<file path="config.mk">
export PLATFORM = sky130hd
export DESIGN_NAME = rvj1_timer_multi
export DESIGN_NICKNAME = d
export VERILOG_FILES = /design/src/rtl/rvj1_timer_multi.sv
export SDC_FILE = /design/constraint.sdc
export NUM_CORES = 1
export LEC_CHECK = 0
export CORE_ASPECT_RATIO = 0.75
export CORE_MARGIN = 2
export CORE_UTILIZATION = 50
export DETAILED_ROUTE_END_ITERATION = 12
export GPL_TIMING_DRIVEN = 0
export PLACE_DENSITY = 0.7
export SETUP_SLACK_MARGIN = 0.05
export SLEW_MARGIN = 10
export SYNTH_ARGS = -nofsm -noshare
export SYNTH_HDL_FRONTEND = slang
export SYNTH_SLANG_ARGS = --single-unit
</file>
<file path="constraint.sdc">
create_clock -name clk_i -period 5.95 [get_ports clk_i]
set_input_delay 1.785 -clock clk_i [delete_from_list [all_inputs] [get_ports clk_i]]
set_output_delay 1.785 -clock clk_i [all_outputs]
set_load 0.005 [all_outputs]
</file>
<file path="src/rtl/rvj1_timer_multi.sv">
// rvj1_timer_multi: NUM_CH-channel Wishbone timer, prescaler, compare/wrap, one-shot, IRQ.
// Optional DUTY register and pwm_o are built when TIMER_PWM_EN is defined.
module rvj1_timer_multi #(
  parameter int NUM_CH  = 2,
  parameter int WIDTH   = 32,
  parameter int PRESC_W = 8
) (
  input  logic              clk_i,
  input  logic              rst_i,
  input  logic              wb_cyc_i,
  input  logic              wb_stb_i,
  input  logic              wb_we_i,
  input  logic [7:0]        wb_adr_i,
  input  logic [31:0]       wb_dat_i,
  input  logic [3:0]        wb_sel_i,
  output logic [31:0]       wb_dat_o,
  output logic              wb_ack_o,
  output logic [NUM_CH-1:0] irq_o,
  output logic [NUM_CH-1:0] pwm_o
);

  localparam logic [2:0] OFF_CTRL = 3'd0;
  localparam logic [2:0] OFF_CMP  = 3'd1;
  localparam logic [2:0] OFF_CNT  = 3'd2;
  localparam logic [2:0] OFF_STAT = 3'd3;

  logic               req;
  logic [2:0]         ch_a;
  logic [2:0]         off_a;
  logic               unused_adr;
  logic               is_ctrl;
  logic               is_cmp;
  logic               is_cnt;
  logic               is_stat;
  logic [31:0]        rdata;

  logic [NUM_CH-1:0]  en;
  logic [NUM_CH-1:0]  periodic;
  logic [NUM_CH-1:0]  irq_en;
  logic [NUM_CH-1:0]  match;
  logic [NUM_CH-1:0]  tick;
  logic [NUM_CH-1:0]  hit;
  logic [NUM_CH-1:0]  wr_ch;
  logic [PRESC_W-1:0] presc   [NUM_CH];
  logic [PRESC_W-1:0] pre_cnt [NUM_CH];
  logic [WIDTH-1:0]   cmp     [NUM_CH];
  logic [WIDTH-1:0]   count   [NUM_CH];
  logic [31:0]        ctrl_v  [NUM_CH];

`ifdef TIMER_PWM_EN
  localparam logic [2:0] OFF_DUTY = 3'd4;
  logic               is_duty;
  logic [WIDTH-1:0]   duty    [NUM_CH];
  logic [NUM_CH-1:0]  pwm_q;
`endif

  function automatic logic [31:0] merge(
    input logic [31:0] old_v,
    input logic [31:0] new_v,
    input logic [3:0]  be
  );
    logic [31:0] r;
    r = old_v;
    for (int b = 0; b < 4; b++) begin
      if (be[b]) r[8*b +: 8] = new_v[8*b +: 8];
    end
    return r;
  endfunction

  assign req        = wb_cyc_i & wb_stb_i & ~wb_ack_o;
  assign ch_a       = wb_adr_i[7:5];
  assign off_a      = wb_adr_i[4:2];
  assign unused_adr = ^wb_adr_i[1:0];
  assign is_ctrl    = (off_a == OFF_CTRL);
  assign is_cmp     = (off_a == OFF_CMP);
  assign is_cnt     = (off_a == OFF_CNT);
  assign is_stat    = (off_a == OFF_STAT);
`ifdef TIMER_PWM_EN
  assign is_duty    = (off_a == OFF_DUTY);
  assign pwm_o      = pwm_q;
`else
  assign pwm_o      = '0;
`endif

  assign irq_o = match & irq_en;

  // Per-channel write select, prescaler tick, match event and CTRL view.
  // A COUNT write in the same cycle suppresses the match.
  always_comb begin
    for (int c = 0; c < NUM_CH; c++) begin
      wr_ch[c] = req & wb_we_i & (ch_a == 3'(c));
      tick[c]  = en[c] & (pre_cnt[c] == presc[c]);
      hit[c]   = tick[c] & (count[c] == cmp[c])
               & ~(wr_ch[c] & is_cnt);
      ctrl_v[c]              = '0;
      ctrl_v[c][0]           = en[c];
      ctrl_v[c][1]           = periodic[c];
      ctrl_v[c][2]           = irq_en[c];
      ctrl_v[c][8 +: PRESC_W] = presc[c];
    end
  end

  // Read mux; unmapped offsets and absent channels read 0.
  always_comb begin
    rdata = '0;
    for (int c = 0; c < NUM_CH; c++) begin
      if (ch_a == 3'(c)) begin
        unique case (1'b1)
          is_ctrl: rdata = ctrl_v[c];
          is_cmp:  rdata = 32'(cmp[c]);
          is_cnt:  rdata = 32'(count[c]);
          is_stat: rdata = {31'b0, match[c]};
`ifdef TIMER_PWM_EN
          is_duty: rdata = 32'(duty[c]);
`endif
          default: rdata = '0;
        endcase
      end
    end
  end

  // Bus handshake and all channel state.
  always_ff @(posedge clk_i) begin
    if (rst_i) begin
      wb_ack_o <= 1'b0;
      wb_dat_o <= '0;
      for (int c = 0; c < NUM_CH; c++) begin
        en[c]       <= 1'b0;
        periodic[c] <= 1'b0;
        irq_en[c]   <= 1'b0;
        match[c]    <= 1'b0;
        presc[c]    <= '0;
        pre_cnt[c]  <= '0;
        cmp[c]      <= '0;
        count[c]    <= '0;
`ifdef TIMER_PWM_EN
        duty[c]     <= '0;
        pwm_q[c]    <= 1'b0;
`endif
      end
    end else begin
      wb_ack_o <= req;
      wb_dat_o <= (req & ~wb_we_i) ? rdata : '0;
      for (int c = 0; c < NUM_CH; c++) begin
        if (wr_ch[c] & is_ctrl) begin
          en[c]       <= (wb_sel_i[0] ? wb_dat_i[0] : en[c])
                       & ~(hit[c] & ~periodic[c]);
          periodic[c] <= wb_sel_i[0] ? wb_dat_i[1] : periodic[c];
          irq_en[c]   <= wb_sel_i[0] ? wb_dat_i[2] : irq_en[c];
          presc[c]    <= PRESC_W'(merge(ctrl_v[c], wb_dat_i, wb_sel_i) >> 8);
          pre_cnt[c]  <= '0;
        end else begin
          if (hit[c] & ~periodic[c]) en[c] <= 1'b0;
          if (tick[c]) pre_cnt[c] <= '0;
          else if (en[c]) pre_cnt[c] <= pre_cnt[c] + PRESC_W'(1);
        end

        if (wr_ch[c] & is_cmp)
          cmp[c] <= WIDTH'(merge(32'(cmp[c]), wb_dat_i, wb_sel_i));

        if (wr_ch[c] & is_cnt)
          count[c] <= WIDTH'(merge(32'(count[c]), wb_dat_i, wb_sel_i));
        else if (hit[c])
          count[c] <= '0;
        else if (tick[c])
          count[c] <= count[c] + WIDTH'(1);

        if (hit[c])
          match[c] <= 1'b1;
        else if (wr_ch[c] & is_stat & wb_sel_i[0] & wb_dat_i[0])
          match[c] <= 1'b0;

`ifdef TIMER_PWM_EN
        if (wr_ch[c] & is_duty)
          duty[c] <= WIDTH'(merge(32'(duty[c]), wb_dat_i, wb_sel_i));
        pwm_q[c] <= en[c] & (count[c] < duty[c]);
`endif
      end
    end
  end

endmodule

</file>
==> flow_metrics.tcl <==
set metrics [dict create \
    dr.pass1.iters 6 \
    synth_edf_count 160 \
    crit_fanout 10 \
    max_stage_delay_ps 810 \
    io_pins 86 \
    status "finished, final reports clean" \
    synth_top_area_share_pct 44.6 \
    fin_util_pct 60.1 \
    overflow 0 \
    grt_pass1_vias 7911 \
    initial_core_util_pct 51.0 \
    gp_congestion 0.951 \
    route.met3.wl_um 4290 \
    power.density_nw_per_um2 259 \
    finClkSkew_ps 9.95 \
    cts_buffers 21 \
    routed_wl_um 32700 \
    highest_layer "met4" \
    antenna_found_initial 0 \
    path_depth 7 \
    critPathKind "primary input to flip-flop" \
    n_antenna_cell 0 \
    synth.avg_cell_area_um2 11.2 \
    tns_ps 0 \
    async_reset_ff_share_pct 0 \
    hold_viol_final 0 \
    combPwrFrac_pct 7.3 \
    max_cap_viol_count 0 \
    synth_cell_types 56 \
    net-switching-power_w 0.000750 \
    min_from "wb_ack_o" \
    synth_area_um2 10800 \
    worstReg2RegStart "wb_ack_o" \
    finalSetupViolCount 0 \
    clockRootBuffer "clkbuf_16" \
    required_ps 6210 \
    min_path_cells 1 \
    crit_end "cmp[0][60]" \
    h-tree-depth 1 \
    arrival_ps 5140 \
    path_cells "clkdlybuf4s50_1, nor3b_2, nand2b_1, nor4_2, clkbuf_1, a21boi_1, buf_4" \
    worst-r2r-cell-count 6 \
    slew_headroom_pct 12.5 \
    drtIter0Drc 1007 \
    timing.final.crit_share_pct 82.0 \
    yosys-top-cells-area "edfxtp_1, xor2_1, dfxtp_1, o2bb2ai_1, xnor2_1" \
    p_seq_share_pct 48.6 \
    final.min_clock_period_ps 4880 \
    clock_power_share_pct 44.1 \
    cts_resized 0 \
    fillers 1769 \
    vias 8523 \
    wl_met2_um 13400 \
    path_buf_inv 3 \
    finalMaxSlewViolations 0 \
    die_area_um2 22700 \
    clock_path_buffers 3 \
    rows 46 \
    postCtsHoldBufs 0 \
    cp-start-kind "primary input" \
    end_kind "flip-flop" \
    grt_max_degree 15 \
    met1Wirelength_um 14200 \
    via_per_inst 6.22 \
    drive_above_1_share_pct 6.65 \
    worstSetupStartpoint "wb_adr_i[4]" \
    worst_path_dominant_cell_family "simple AND/OR/NAND/NOR gates" \
    syn_inst 965 \
    clock_latency_ps 510 \
    min_path_type "flip-flop to flip-flop" \
    rsz0062_at_grt "false" \
    worst_pin_slew_ps 1310 \
    wire_per_inst_um 23.8 \
    vdd_drop_max_v 0.000163 \
    grtUsageTotal_pct 28.8 \
    cts_setup_buffers 0 \
    fin_nets 1122 \
    drc 0 \
    dp_hpwl_um 24600 \
    die_width_um 173 \
    r2r-end "cmp[0][60]" \
    yosysSeqAreaShare_pct 52.3 \
    portBuffers 77 \
    ys.flop_type "edfxtp_1" \
    syn2layout_area_growth_pct 18.0 \
    reg2reg_slack_ps 2530 \
    p_leak_nw 4.15 \
    ant_nets 0 \
    cts.sinks 201 \
    fmax_mhz 205 \
    grt_pass1_wl_um 48700 \
    cpMaxStageDelayCell "nor4_2" \
    tritoncts "yes" \
    synth_seq_cells 201 \
    die_y_um 131 \
    ys_warn_count 0 \
    fp.coreArea_um2 21100 \
    p_int_w 0.00254 \
    synth_top_cell_by_area "edfxtp_1" \
    swShare_pct 22.8 \
    clkTransAtPathRegs_ps 60 \
]
==> metal layers <==
layer | GRT usage (%) | vias to the layer above
met4 | 6.68 | 0
met1 | 43.6 | 4104
met2 | 41.4 | 550
li1 | - | 3810
met5 | 0 | -
met3 | 7.50 | 59
==> logic make-up (layout without fill, tap and decap cells) <==
| kind of cell | Yosys count | after routing | synth area share [%] |
|---|---|---|---|
| DFF | 201 | 201 | 52.3 |
| xor gates and xnor gates | 152 | 152 | 12.4 |
| AOI/OAI and AO/OA | 188 | 188 | 13.5 |
| muxes | 23 | 23 | 2.37 |
| and+or+nand+nor | 311 | 311 | 15.4 |
| other | 1 | 2 | 0.0348 |
| buffers and inverters | 85 | 202 | 3.56 |
| adders and majority gates | 4 | 4 | 0.465 |
==> cells in the final DEF, fill, tap and decap left out, types with 5 or more instances in the layout <==
cell type        instances
buf_4                    9
and3_1                  10
xnor2_1                 57
a21oi_1                  7
nor2_1                  63
a22oi_1                 53
mux2i_1                 21
clkbuf_1                51
clkbuf_16               23
edfxtp_1               160
o22a_1                  21
and2_1                  45
inv_1                   15
nand3_1                 36
clkdlybuf4s50_1         77
nor3_1                   7
or3_1                    5
o2bb2ai_1               62
dfxtp_1                 41
o21ai_0                 22
a21boi_1                 8
xor2_1                  95
buf_2                    8
nand4_1                 42
nor4_1                  21
nand2_1                 59
==> synth_stat cells, drive strengths merged, types with 5 or more instances <==
cell and instances:
o22a 21, nand2 59, a21oi 7, o2bb2ai 62, edfxtp 160, nand4 42, mux2i 21, a21boi 8
dfxtp 41, inv 15, and3 10, nor2 63, nor4 23, nand3 36, and2 45, nor3 10
xnor2 57, buf 19, clkbuf 51, a22oi 53, or3 5, o21ai 23, xor2 95
==> worst min path at each step <==
stage | end | slack, ps
after floorplan | irq_en[0] | 440
after global placement | wb_ack_o | 450
after detailed placement | wb_ack_o | 450
after CTS | wb_ack_o | 470
after global routing | irq_en[0] | 510
final | wb_ack_o | 470
==> state kept, by name, indices dropped and copies added (netlist names) <==
signal    cells
presc        16
en            2
match         2
pre_cnt      16
wb_ack_o      1
irq_en        2
cmp          64
wb_dat_o     32
periodic      2
count        64
==> power groups by stage <==
stage | sequential, W | clock, W | combinational, W
after floorplan | 0.00161 | 0 | 0.000129
after global placement | 0.00163 | 0 | 0.000227
after detailed placement | 0.00163 | 0 | 0.000232
after CTS | 0.00160 | 0.00146 | 0.000234
after global routing | 0.00160 | 0.00151 | 0.000254
final | 0.00160 | 0.00145 | 0.000240
==> metrics by stage <==
| stage | total power (W) | instance area [um2] | setup WS, ps | std cells | hold WS [ps] |
|---|---|---|---|---|---|
| after floorplan | 0.00174 | 10800 | 1780 | 966 | 444 |
| final | 0.00329 | 12700 | 1070 | 1371 | 473 |
| after global placement | 0.00185 | 11900 | 460 | 1331 | 453 |
| after CTS | 0.00329 | 12700 | 1220 | 1371 | 472 |
| after global routing | 0.00336 | 12700 | 980 | 1371 | 505 |
| after detailed placement | 0.00186 | 11900 | 693 | 1334 | 453 |
==> area by class of cell <==
cell class	instances	area (um2)	area share (%)
Clock buffer	26	607	4.78
Inverter	15	56.3	0.443
Clock inverter	11	155	1.22
Tap cell	288	360	2.84
Buffer	70	327	2.57
Sequential cell	201	5630	44.3
Timing Repair Buffer	80	793	6.24
Multi-Input combinational cell	680	4780	37.6
Note: power is estimated with default switching activity, not from simulation.
